<file path="config.mk">
export PLATFORM = sky130hd
export DESIGN_NAME = fpu_shift_pipe
export DESIGN_NICKNAME = d
export VERILOG_FILES = /design/src/rtl/fpu_shift_pkg.sv /design/src/rtl/fpu_lzc.sv /design/src/rtl/fpu_shift_pipe.sv
export SDC_FILE = /design/constraint.sdc
export NUM_CORES = 1
export LEC_CHECK = 0
export CAP_MARGIN = 30
export CORE_MARGIN = 2
export CORE_UTILIZATION = 55
export CTS_CLUSTER_DIAMETER = 40
export DETAILED_ROUTE_END_ITERATION = 6
export PLACE_DENSITY = 0.78
export SYNTH_ARGS = -nofsm -noshare
export SYNTH_HDL_FRONTEND = slang
export SYNTH_SLANG_ARGS = --single-unit
</file>
<file path="constraint.sdc">
create_clock -name clk -period 5.8 [get_ports clk]
set_input_delay 1.16 -clock clk [delete_from_list [all_inputs] [get_ports clk]]
set_output_delay 1.16 -clock clk [all_outputs]
set_load 0.02 [all_outputs]
</file>
<file path="src/rtl/fpu_shift_pkg.sv">
// Shared definitions for the pipelined mantissa shifter: operation modes,
// guard/round/sticky bit positions and the per-mode shift saturation limit.
package fpu_shift_pkg;

    typedef enum logic [1:0] {
        MODE_RALIGN = 2'b00,
        MODE_LEFT   = 2'b01,
        MODE_NORM   = 2'b10,
        MODE_PASS   = 2'b11
    } mode_e;

    localparam int unsigned GRS_W      = 3;
    localparam int unsigned GRS_GUARD  = 2;
    localparam int unsigned GRS_ROUND  = 1;
    localparam int unsigned GRS_STICKY = 0;

    // Largest shift amount that still changes the result for a given mode.
    function automatic int unsigned sat_limit(input mode_e mode, input int unsigned n_mant);
        case (mode)
            MODE_RALIGN: return n_mant + 2;
            MODE_LEFT:   return n_mant;
            MODE_NORM:   return n_mant;
            default:     return 0;
        endcase
    endfunction

endpackage

</file>
<file path="src/rtl/fpu_lzc.sv">
// Combinational leading-zero counter; reports WIDTH for an all-zero input.
module fpu_lzc #(
    parameter int unsigned WIDTH = 24,
    parameter int unsigned CNT_W = 8
) (
    input  logic [WIDTH-1:0] data,
    output logic [CNT_W-1:0] count
);

    logic found;

    // Scan from the MSB down; the first set bit fixes the count.
    always_comb begin
        count = CNT_W'(WIDTH);
        found = 1'b0;
        for (int unsigned k = 0; k < WIDTH; k++) begin
            if (!found && data[WIDTH-1-k]) begin
                count = CNT_W'(k);
                found = 1'b1;
            end
        end
    end

endmodule

</file>
<file path="src/rtl/fpu_shift_pipe.sv">
// Two-stage runtime-configurable mantissa shifter with valid/ready on both
// sides. S1 captures the operand and resolves the effective shift amount;
// S2 performs the shift on an N_mant+2 datapath and holds the result.
module fpu_shift_pipe
    import fpu_shift_pkg::*;
#(
    parameter int unsigned N_mant = 24,
    parameter int unsigned N_exp  = 8,
    parameter int unsigned TAG_W  = 4
) (
    input  logic              clk,
    input  logic              rst_n,
    input  logic              in_valid,
    output logic              in_ready,
    input  logic [1:0]        in_mode,
    input  logic [N_mant-1:0] in_data,
    input  logic [N_exp-1:0]  in_shamt,
    input  logic [TAG_W-1:0]  in_tag,
    output logic              out_valid,
    input  logic              out_ready,
    output logic [N_mant-1:0] out_data,
    output logic [2:0]        out_grs,
    output logic [N_exp-1:0]  out_shamt,
    output logic              out_zero,
    output logic              out_ovf,
    output logic [TAG_W-1:0]  out_tag
);

    localparam int unsigned W = N_mant + 2;

    logic              s1_valid;
    mode_e             s1_mode;
    logic [N_mant-1:0] s1_data;
    logic [N_exp-1:0]  s1_amt;
    logic [TAG_W-1:0]  s1_tag;

    logic              s2_adv;
    mode_e             mode_in;
    logic [N_exp-1:0]  lzc_cnt;
    logic [N_exp-1:0]  lim;
    logic [N_exp-1:0]  amt_next;

    logic [W-1:0]        ext;
    logic [W-1:0]        shr;
    logic [W-1:0]        ones;
    logic [W-1:0]        below;
    logic [2*N_mant-1:0] wide;
    logic [N_mant-1:0]   res_data;
    logic [GRS_W-1:0]    res_grs;
    logic                res_ovf;

    assign s2_adv   = !out_valid || out_ready;
    assign in_ready = !s1_valid || s2_adv;
    assign mode_in  = mode_e'(in_mode);

    fpu_lzc #(.WIDTH(N_mant), .CNT_W(N_exp)) u_lzc (
        .data  (in_data),
        .count (lzc_cnt)
    );

    // Effective shift amount: saturated request, leading-zero count, or zero.
    always_comb begin
        lim      = N_exp'(sat_limit(mode_in, N_mant));
        amt_next = '0;
        case (mode_in)
            MODE_RALIGN, MODE_LEFT: amt_next = (in_shamt > lim) ? lim : in_shamt;
            MODE_NORM:              amt_next = lzc_cnt;
            default:                amt_next = '0;
        endcase
    end

    // S1 register: loads whenever it is empty or handing its operand to S2.
    always_ff @(posedge clk or negedge rst_n) begin
        if (!rst_n) begin
            s1_valid <= 1'b0;
            s1_mode  <= MODE_RALIGN;
            s1_data  <= '0;
            s1_amt   <= '0;
            s1_tag   <= '0;
        end else if (in_ready) begin
            s1_valid <= in_valid;
            if (in_valid) begin
                s1_mode <= mode_in;
                s1_data <= in_data;
                s1_amt  <= amt_next;
                s1_tag  <= in_tag;
            end
        end
    end

    // Shift datapath; amounts are pre-saturated so every shift stays in range.
    always_comb begin
        ext      = {s1_data, 2'b00};
        shr      = ext >> s1_amt;
        ones     = '1;
        below    = ext & ~(ones << s1_amt);
        wide     = {{N_mant{1'b0}}, s1_data} << s1_amt;
        res_data = s1_data;
        res_grs  = '0;
        res_ovf  = 1'b0;
        case (s1_mode)
            MODE_RALIGN: begin
                res_data             = shr[W-1:2];
                res_grs[GRS_GUARD]   = shr[1];
                res_grs[GRS_ROUND]   = shr[0];
                res_grs[GRS_STICKY]  = |below;
            end
            MODE_LEFT: begin
                res_data = wide[N_mant-1:0];
                res_ovf  = |wide[2*N_mant-1:N_mant];
            end
            MODE_NORM: res_data = s1_data << s1_amt;
            default:   res_data = s1_data;
        endcase
    end

    // S2 register: drives the outputs directly and holds them while stalled.
    always_ff @(posedge clk or negedge rst_n) begin
        if (!rst_n) begin
            out_valid <= 1'b0;
            out_data  <= '0;
            out_grs   <= '0;
            out_shamt <= '0;
            out_zero  <= 1'b0;
            out_ovf   <= 1'b0;
            out_tag   <= '0;
        end else if (s2_adv) begin
            out_valid <= s1_valid;
            if (s1_valid) begin
                out_data  <= res_data;
                out_grs   <= res_grs;
                out_shamt <= s1_amt;
                out_zero  <= (res_data == '0);
                out_ovf   <= res_ovf;
                out_tag   <= s1_tag;
            end
        end
    end

endmodule

</file>
# After elaboration in Yosys (flattened, before gate mapping)

Index checks and enable logic that the tools add are counted.

Flip-flop bits (word level): 81
Input port bits: 42
Logic and storage cells: 135
Output and inout bits: 43

Magnitude comparators: 1
Shifts and indexed selects: 4
Muxes and demuxes: 53
Equality and inequality tests: 4
Reductions and logical operators: 59
Bitwise gates (word level): 2

Operator list:

| cell                                                                | number |
|---|---|
| 8-bit two-way mux                                                   | 24 |
| 24-bit case mux with 3 select lines                                 | 1 |
| 24-bit by 8-bit left shift with 48-bit output                       | 1 |
| 26-bit AND                                                          | 1 |
| 26-bit NOT                                                          | 1 |
| 26-bit OR reduction                                                 | 1 |
| 26-bit by 8-bit left shift with 26-bit output, first input constant | 1 |
| 26-bit by 8-bit >> shifter with 26-bit output                       | 1 |
| 1-bit zero test                                                     | 25 |
| 24-bit zero test                                                    | 1 |
| 1-bit two-way mux                                                   | 24 |
| 24-bit OR reduction                                                 | 1 |
| 24-bit by 8-bit left shift with 24-bit output                       | 1 |
| 1-bit logical AND                                                   | 23 |
| 8-bit case mux with 2 select lines                                  | 1 |
| 5-bit case mux with 2 select lines                                  | 1 |
| 8-bit greater-than comparator                                       | 1 |
| 5-bit two-way mux                                                   | 1 |
| 2-bit by 1-bit == test with 1-bit output, second input constant     | 2 |
| 2-bit == test, second input constant                                | 2 |
| 2-bit zero test                                                     | 2 |
| 2-bit AND reduction                                                 | 2 |
| 2-bit OR reduction                                                  | 2 |
| 3-bit two-way mux                                                   | 1 |
| 1-bit logical OR                                                    | 2 |

# Depth between registers and ports, before layout

Gate-level depths: netlist (run 1).

Depth after elaboration: 71
Gate-level depth with buffers: 13
Gate-level depth less buffers: 10

# By module

From an unflattened synthesis (run 1), not the netlist that was laid out.

Cell total of the unflattened synthesis: 846
Area, all modules: 7531.0 µm²

By module, submodules not included:

| module         | sequential area each (µm²) | cells each | instances | area each (µm²) |
|---|---|---|---|---|
| fpu_shift_pipe | 2026.9                     | 796        | 1         | 7213.2 |
| fpu_lzc        | 0.0                        | 50         | 1         | 317.8 |

# Worst setup path before layout (run 1)

No wires, ideal clock.

Path type: input port to flip-flop
Start point: in in_mode[1]
End point: reg s1_amt[3]
Path slack: 3078 ps
Path buffers: 0
Arrival: 2596 ps
Data required time: 5674 ps
Library setup time: 126 ps
Cell stages on the path: 7
Cells stage by stage: and2_1 -> ha_1 -> nor4bb_1 -> a21oi_1 -> nor4_1 -> a211oi_1 -> a221o_1

Word-level cells in the longest chain between the ends: 6
Elaborated cells on any way between the ends: 9
Classes of those cells: order compare: 1; eq/ne: 2; mux: 3; reduce/logical: 3

RTL lines:

| what                                                                      | RTL line                                  | RTL |
|---|---|---|
| from (decl)                                                               | fpu_shift_pipe.sv:15                      | `input logic [1:0] in_mode,` |
| 2-bit == test or 2-bit by 1-bit == test with 1-bit output (tied branches) | fpu_shift_pkg.sv:19, fpu_shift_pipe.sv:65 |  |
| 2-bit OR reduction (no source line)                                       | --                                        |  |
| 5-bit case mux with 2 select lines                                        | fpu_shift_pkg.sv:19                       | `case (mode)` |
| 8-bit greater-than comparator                                             | fpu_shift_pipe.sv:66                      | `MODE_RALIGN, MODE_LEFT: amt_next = (in_shamt > lim) ? lim : in_shamt;` |
| 8-bit two-way mux                                                         | fpu_shift_pipe.sv:66                      |  |
| 8-bit case mux with 2 select lines (*)                                    | fpu_shift_pipe.sv:65                      | `case (mode_in)` |
| to (signal assigned)                                                      | fpu_shift_pipe.sv:85                      | `s1_amt <= amt_next;` |
| to (decl)                                                                 | fpu_shift_pipe.sv:34                      | `logic [N_exp-1:0] s1_amt;` |

Every way passes the cells marked *; elsewhere a longest branch is shown, timed or not.
A chain may end at the register's enable or synchronous reset.

# Worst setup path after layout (run 1)

Start point: in out_ready
End point: out in_ready

Word-level cells in the longest chain between the ends: 2

RTL lines:

| what             | RTL line             | RTL |
|---|---|---|
| from (decl)      | fpu_shift_pipe.sv:20 | `input logic out_ready,` |
| 1-bit logical OR | fpu_shift_pipe.sv:52 | `assign s2_adv = !out_valid \|\| out_ready;` |
| 1-bit logical OR | fpu_shift_pipe.sv:53 | `assign in_ready = !s1_valid \|\| s2_adv;` |
| to (decl)        | fpu_shift_pipe.sv:14 | `output logic in_ready,` |

No other way between the ends.

==> results of run 1 <==
-- through the flow --
stage | hold slack [ps] | area, µm²
CTS | 483 | 8690
detailed placement | 470 | 8350
global placement | 459 | 8350
finish | 474 | 8720
global route | 508 | 8720
floorplan | 475 | 7520
-- kinds of logic after synthesis --
logic type / after synthesis / synth area share
mux: 146 / 0.278
compound gates: 235 / 0.205
flops: 81 / 0.269
xor+xnor: 2 / 0.00233
buf+inv: 104 / 0.0586
simple gates: 282 / 0.180
fa+ha+maj: 4 / 0.00632
-- cells in the final DEF, fill, tap and decap left out, types with 8 or more instances in the layout --
cell type                         instances
sky130_fd_sc_hd__a21oi_1                 50
sky130_fd_sc_hd__nor4_1                  12
sky130_fd_sc_hd__o31ai_1                  9
sky130_fd_sc_hd__a31oi_1                 10
sky130_fd_sc_hd__inv_1                   13
sky130_fd_sc_hd__mux2i_1                 40
sky130_fd_sc_hd__buf_4                   20
sky130_fd_sc_hd__nand3_1                 31
sky130_fd_sc_hd__clkbuf_16                9
sky130_fd_sc_hd__a211oi_1                11
sky130_fd_sc_hd__dfrtp_1                 79
sky130_fd_sc_hd__clkdlybuf4s50_1         83
sky130_fd_sc_hd__nand4_1                  9
sky130_fd_sc_hd__nand2_1                 93
sky130_fd_sc_hd__nor2_1                  61
sky130_fd_sc_hd__o21ai_0                 71
sky130_fd_sc_hd__nor3_1                  14
sky130_fd_sc_hd__mux4_2                  40
sky130_fd_sc_hd__mux2_2                  62
sky130_fd_sc_hd__or2_2                    8
sky130_fd_sc_hd__nand2b_1                13
sky130_fd_sc_hd__o211ai_1                 9
-- layout make-up --
class                      count  area, µm²  share of cell area
sequential                    81       2030               0.233
clock buffer                   9        225              0.0258
tap                          176        220              0.0252
clock inverter                 6        116              0.0133
multi-input combinational    669       5060               0.580
inverter                      16       60.1             0.00689
antenna                        1       2.50            0.000287
timing repair buffer         104       1010               0.116
-- sequential cells by signal (all words and copies together), names as in the netlist --
name and flops:
s1_mode 2, out_shamt 8, out_valid 1, out_grs 3
out_tag 4, s1_amt 8, s1_data 24, s1_tag 4
out_zero 1, out_ovf 1, s1_valid 1, out_data 24
-- power breakdown --
group / internal, mW / switching [mW]
logic: 0.609 / 0.751
clock network: 0.421 / 0.248
registers: 0.679 / 0.214
total: 1.71 / 1.21
-- metal layers --
metal,vias up,share of wire,routed length (µm),GRT usage
met2,737,0.43,12700,0.624
met4,0,0.074,2160,0.221
li1,3302,-,-,-
met1,3732,0.36,10500,0.509
met5,-,0,0,0
met3,177,0.13,3860,0.112
-- final timing paths --
| check | start | to | slack (ps) | cells past startpoint |
|---|---|---|---|---|
| max | out_ready | in_ready | 2070 | 3 |
| min | out_data[5] | out_data[5] | 470 | 2 |
| max reg2reg | s1_amt[1] | out_zero | 2220 | 8 |
| min reg2reg | out_data[5] | out_data[5] | 470 | 2 |
| max in group asynchronous | rst_n | s1_amt[0] | 3960 | 2 |
| min in group asynchronous | rst_n | out_data[21] | 660 | 1 |
-- critical path: cells and delay by family --
family | cells | cell delay (ps)
buf+inv | 2 | 1140
simple gates | 1 | 270
==> results.env, run 1 <==
FIN_WS_PS=2070
INITIAL_CORE_UTIL=0.566
INSTANCE_COUNT_OF_THE_MAPPED_NETLIST=854
CELLLEAKAGEPOWER_nW=3.40
CRIT_TYPE='primary input to primary output'
TIMING.FINAL.HOLD_VIOLATIONS=0
POST_DRT_WL_PER_CELL_UM=27.6
OUTCOME='completed'
FINAL_WL_UM=29300
VIA_PER_INST=7.48
DRT_FIRST_ITER_VIOLATIONS=1021
CRIT_ARRIVAL_PS=2570
DR.PASS1.ITERS=6
REG_CLK_SLEW_REPORTED_PATHS_PS=60
GRT_PASS1_VIAS=7554
CLKLATENCYLATEPIN_PS=360
OVERFLOW=0
CRIT_PATH_TOP_DELAY_CELL='sky130_fd_sc_hd__clkdlybuf4s50_1'
CTS_REPAIR_RESIZE_COUNT=0
SETUP-TNS-FINAL_PS=0
DETAILROUTE.VIA_COUNT=7948
DRIVE_ABOVE_1_SHARE=0.180
VDD_DROP_MAX_V=0.000197
CTS_SETUP_BUFFERS=0
FINALCOREUTILIZATION=0.656
CP_COMMON_CELL='sky130_fd_sc_hd__clkdlybuf4s50_1'
WORSTMARGINPINSLEW_PS=832
TIMING.MAX_SLEW.REL_SLACK=0.445
FINAL_PERIOD_MINUS_WORST_SETUP_SLACK_PS=3730
STDCELL_COUNT=1062
ACHIEVABLE-FREQUENCY_MHz=268
CLOCK_SINKS=81
DP.FINAL_HPWL_UM=20100
CTSLONGESTPATHBUFFERS=2
NUM_ROWS=42
CRITICAL_PATH.MAX_STAGE_DELAY_PS=670
CTS_BUFFERS=9
MAXCAPVIOLATIONS=0
FIN_NETS=926
POST-SYNTH-TOP-COUNT-CELL='sky130_fd_sc_hd__nand2_1'
DESIGN.DIE.AREA_UM2=14600
POWER_DENSITY_nW_PER_UM2=335
CTSROOTBUFFERMASTER='sky130_fd_sc_hd__clkbuf_16'
YOSYSSEQAREASHARE=0.269
SETUP-VIOLATIONS-FINAL=0
CRIT_CHAIN='clkdlybuf4s50_1 > nand3b_1 > clkdlybuf4s50_1'
AREAGROWTHSYNTHTOFINISH_PCT=16.0
GRT_ANTENNA_BEFORE_REPAIR=0
DETAIL_ROUTE.DRC_VIOLATIONS=0
YS_SEQ_ELEMENTS=81
YOSYS.AREA.TOP_TYPE_SHARE=0.269
CTSHTREEMAXLEVEL=3
ANTENNA_LEFT=0
FINAL_MAX_SLEW_VIOLS=0
CRIT_PATH_START_KIND='primary input'
GRT_MAX_DEGREE=64
YOSYSTOPAREACELL='sky130_fd_sc_hd__dfrtp_1'
SYNTH_EDF_COUNT=0
CORE-AREA_UM2=13300
GP_ROUTABILITY_CONGESTION=1.04
SYN_NETS=899
CTS_HOLD_BUF=0
REQUIRED_PS=4640
NETLIST_AREA_UM2=7520
P_TOTAL_mW=2.92
YOSYS-TOP-CELLS-AREA='sky130_fd_sc_hd__dfrtp_1 27%, sky130_fd_sc_hd__mux4_2 12%, sky130_fd_sc_hd__mux2_2 9.3%'
FILL_CELLS=1090
SYNTHTOPCELLSBYCOUNT='94 x sky130_fd_sc_hd__nand2_1, 81 x sky130_fd_sc_hd__dfrtp_1, 71 x sky130_fd_sc_hd__o21ai_0'
CLOCK_SKEW_PS=8.55
FP.DIEH_UM=121
CTS_TREE='built'
HOLDCRITPATHCLASS='register to register'
GRT_FIRST_PASS_WIRELENGTH_UM=44300
POSTSYNTHAREAPERCELL_UM2=8.81
SYNTH_FLOP_CELL='sky130_fd_sc_hd__dfrtp_1'
WORST_SETUP_SLACK_AFTER_PLACEMENT_PS=2070
PORT-BUFFER-COUNT=84
SYNTH_CELL_TYPES=79
ASYNC_FLOP_SHARE=1.00
RSZ0062_AT_GRT='false'
PATH_MAX_FANOUT=7
END_KIND='primary output'
SYNTH-WARNING-COUNT=0
GRT_RESOURCE_USAGE_TOTAL=0.403
IO_PINS=85
LAYOUT_WORST_PATH_CYCLE_SHARE=0.643
DIE-WIDTH_UM=121
PLACE_INST=1045
Note: power is estimated with default switching activity, not from simulation.
==> run 2, diff against run 1 <==
--- a/config.mk
+++ b/config.mk
@@ -7,10 +7,10 @@
 export LEC_CHECK = 0
 export CAP_MARGIN = 30
 export CORE_MARGIN = 2
-export CORE_UTILIZATION = 55
+export CORE_UTILIZATION = 53
 export CTS_CLUSTER_DIAMETER = 40
 export DETAILED_ROUTE_END_ITERATION = 6
-export PLACE_DENSITY = 0.78
+export PLACE_DENSITY = 0.79
 export SYNTH_ARGS = -nofsm -noshare
 export SYNTH_HDL_FRONTEND = slang
 export SYNTH_SLANG_ARGS = --single-unit
==> constraint.sdc (replaced) <==
create_clock -name clk -period 3.1 [get_ports clk]
set_input_delay 0.62 -clock clk [delete_from_list [all_inputs] [get_ports clk]]
set_output_delay 0.62 -clock clk [all_outputs]
set_load 0.02 [all_outputs]
==> results.env, run 2 (synthesis results as in run 1) <==
VDD_DROP_MAX_V=0.000377  # was 0.000197 V
GRT_FIRST_PASS_WIRELENGTH_UM=45500  # was 44300 µm
GRT_PASS1_VIAS=7895  # was 7554
CRIT-REG2REG-LAUNCH='s1_data[22]'  # was s1_amt[1]
REG_CLK_SLEW_REPORTED_PATHS_PS=60  # about the same
CRIT_CHAIN='mux2_4 > a222oi_1 > buf_4 > o22ai_1 > and3_1 > or3_1 > nor4_2 > nand4_1 > o31ai_2'  # was clkdlybuf4s50_1 > nand3b_1 > clkdlybuf4s50_1
DR.PASS1.ITERS=7  # was 6
MOSTFREQUENTLAYOUTCELLS='109 x sky130_fd_sc_hd__buf_4, 93 x sky130_fd_sc_hd__nand2_1, 83 x sky130_fd_sc_hd__clkdlybuf4s50_1'  # was 93 x sky130_fd_sc_hd__nand2_1, 83 x sky130_fd_sc_hd__clkdlybuf4s50_1, 79 x sky130_fd_sc_hd__dfrtp_1
FAILED_CHECKS='DRC'
CLOCK_SKEW_PS=8.53  # was 8.55 ps
FILL_CELLS=1137  # was 1090
WORSTREGTOREGCELLS=9  # was 8
GRT_RESOURCE_USAGE_TOTAL=0.403  # about the same
DRT_FIRST_ITER_VIOLATIONS=1171  # was 1021
CTSROOTBUFFERMASTER='sky130_fd_sc_hd__clkbuf_16'  # unchanged
LAYOUT_TOP_REGISTERS='out_data x24, s1_data x24'  # unchanged
FIN_NETS=1019  # was 926
CTSHTREEMAXLEVEL=3  # unchanged
AREAGROWTHSYNTHTOFINISH_PCT=25.6  # was 16.0%
CRIT_ARRIVAL_PS=3240  # was 2570 ps
INITIAL_CORE_UTIL=0.542  # was 0.566
FINAL_MAX_SLEW_VIOLS=0  # unchanged
DETAILROUTE.VIA_COUNT=8233  # was 7948
CRIT_PATH_TOP_DELAY_CELL='sky130_fd_sc_hd__dfrtp_1'  # was sky130_fd_sc_hd__clkdlybuf4s50_1
DESIGN.DIE.AREA_UM2=15200  # was 14600 µm²
CELLLEAKAGEPOWER_nW=3.85  # was 3.40 nW
CTS_BUFFERS=9  # unchanged
SETUP-VIOLATIONS-FINAL=0  # unchanged
CTSLONGESTPATHBUFFERS=2  # unchanged
GP_ROUTABILITY_CONGESTION=1.07  # was 1.04
HOLDCRITPATHCLASS='primary input to async pin'  # was register to register
PORT-BUFFER-COUNT=84  # unchanged
PATH_MAX_FANOUT=11  # was 7
CLKLATENCYLATEPIN_PS=350  # was 360 ps
OUTCOME='finished, violations left'  # was completed
OVERFLOW=0  # unchanged
TIMING.REG2REG.SETUP_SLACK_PS=120  # was 2220 ps
REQUIRED_PS=3360  # was 4640 ps
ANTENNADIODECOUNT=0  # was 1
CRIT_PATH_START_KIND='register'  # was primary input
CTS_TREE='built'  # unchanged
MAXCAPVIOLATIONS=0  # unchanged
COMMONEST_NON_FILL_NON_TAP_CELL_IN_THE_LAYOUT='sky130_fd_sc_hd__buf_4'  # was sky130_fd_sc_hd__nand2_1
ANTENNA_LEFT=0  # unchanged
GRT_ANTENNA_BEFORE_REPAIR=0  # unchanged
POWER_DENSITY_nW_PER_UM2=597  # was 335 nW/µm²
FINAL_PERIOD_MINUS_WORST_SETUP_SLACK_PS=2980
CRIT_TYPE='register to register'  # was primary input to primary output
END_KIND='register'  # was primary output
DETAIL_ROUTE.DRC_VIOLATIONS=3  # was 0
RSZ0062_AT_GRT='true'  # was false
CTS_SETUP_BUFFERS=0  # unchanged
R2R_END='out_zero'  # unchanged
DRIVE_ABOVE_1_SHARE=0.264  # was 0.180
LAYOUT_WORST_PATH_CYCLE_SHARE=0.961
DIE-WIDTH_UM=123  # was 121 µm
CRITICAL_PATH.MAX_STAGE_DELAY_PS=630  # was 670 ps
CORE-AREA_UM2=13900  # was 13300 µm²
TIMING.FINAL.HOLD_VIOLATIONS=0  # unchanged
DP.FINAL_HPWL_UM=22700  # was 20100 µm
FIN_WS_PS=121  # was 2070 ps
TIMING.MAX_SLEW.REL_SLACK=0.438  # was 0.445
VIA_PER_INST=7.10  # was 7.48
FP.DIEH_UM=123  # was 121 µm
FINAL_WL_UM=29800  # was 29300 µm
WORST_SETUP_SLACK_AFTER_PLACEMENT_PS=27.8  # was 2070 ps
IO_PINS=85  # unchanged
GRT_MAX_DEGREE=55  # was 64
ACHIEVABLE-FREQUENCY_MHz=336
NUM_ROWS=43  # was 42
WORSTMARGINPINSLEW_PS=836  # was 832 ps
POST_DRT_WL_PER_CELL_UM=25.7  # was 27.6 µm
HOLD_SLACK_PS=265  # was 474 ps
CLOCK_SINKS=81  # unchanged
run 2: cell count changes in the layout (fill, tap and decap cells not counted), sizes merged:
| cell | delta |
|---|---|
| clkinvlp | +2 |
| clkinv | -2 |
| diode | -1 |
| bufinv | -2 |
| inv | +3 |
| buf | +93 |
run 2: per-layer routing:
metal  track usage  up-vias  share of wire
li1              -     3479              -
met1         0.501     3867           0.36
met2         0.609      703           0.44
met3         0.124      184           0.13
met4         0.254        0          0.072
met5             0        -              0
run 2: how the worst max path moves through the flow:
stage	from	end	cells after the start
floorplan	s1_amt[0]	out_zero	10
global placement	in_data[23]	s1_amt[2]	9
detailed placement	in_data[22]	s1_amt[2]	9
CTS	s1_amt[0]	out_zero	9
global route	s1_amt[0]	out_zero	9
finish	s1_data[22]	out_zero	9
run 2: repair_timing:
| item | in CTS | in global routing |
|---|---|---|
| hold buffers | 0 | 0 |
| resized for setup | 0 | 7 |
| setup endpoints to repair | 0 | 3 |
run 2: where the power goes:
group,internal [mW],switching [mW]
clock,0.641,0.489
sequential,1.27,0.323
combinational,1.37,1.55
run 2: area by class of cell:
type | count | area (µm²) | area share
Clock buffer | 9 | 225 | 0.0238
Clock inverter | 7 | 85.1 | 0.00901
Inverter | 16 | 60.1 | 0.00636
Tap cell | 180 | 225 | 0.0238
Timing Repair Buffer | 197 | 1730 | 0.183
Multi-Input combinational cell | 669 | 5080 | 0.538
Sequential cell | 81 | 2030 | 0.215
run 2: per-stage QoR:
| stage | util | area, µm² | instances | TNS, ps | power (mW) |
|---|---|---|---|---|---|
| CTS | 0.678 | 9420 | 1159 | 0 | 5.53 |
| finish | 0.681 | 9450 | 1159 | 0 | 5.64 |
| detailed placement | 0.656 | 9110 | 1143 | 0 | 4.41 |
| global route | 0.681 | 9450 | 1159 | -11.1 | 5.87 |
| global placement | 0.656 | 9100 | 1142 | 0 | 4.37 |
| floorplan | - | 7520 | 854 | 0 | 3.13 |
run 2: critical path, delay by kind of cell, from the launching register on:
family                 cells  cell delay (ps)
buffers and inverters      1              210
AND/OR/NAND/NOR            4              910
flip-flops                 1              630
multiplexers               1              430
AO/OA/AOI/OAI              3              710
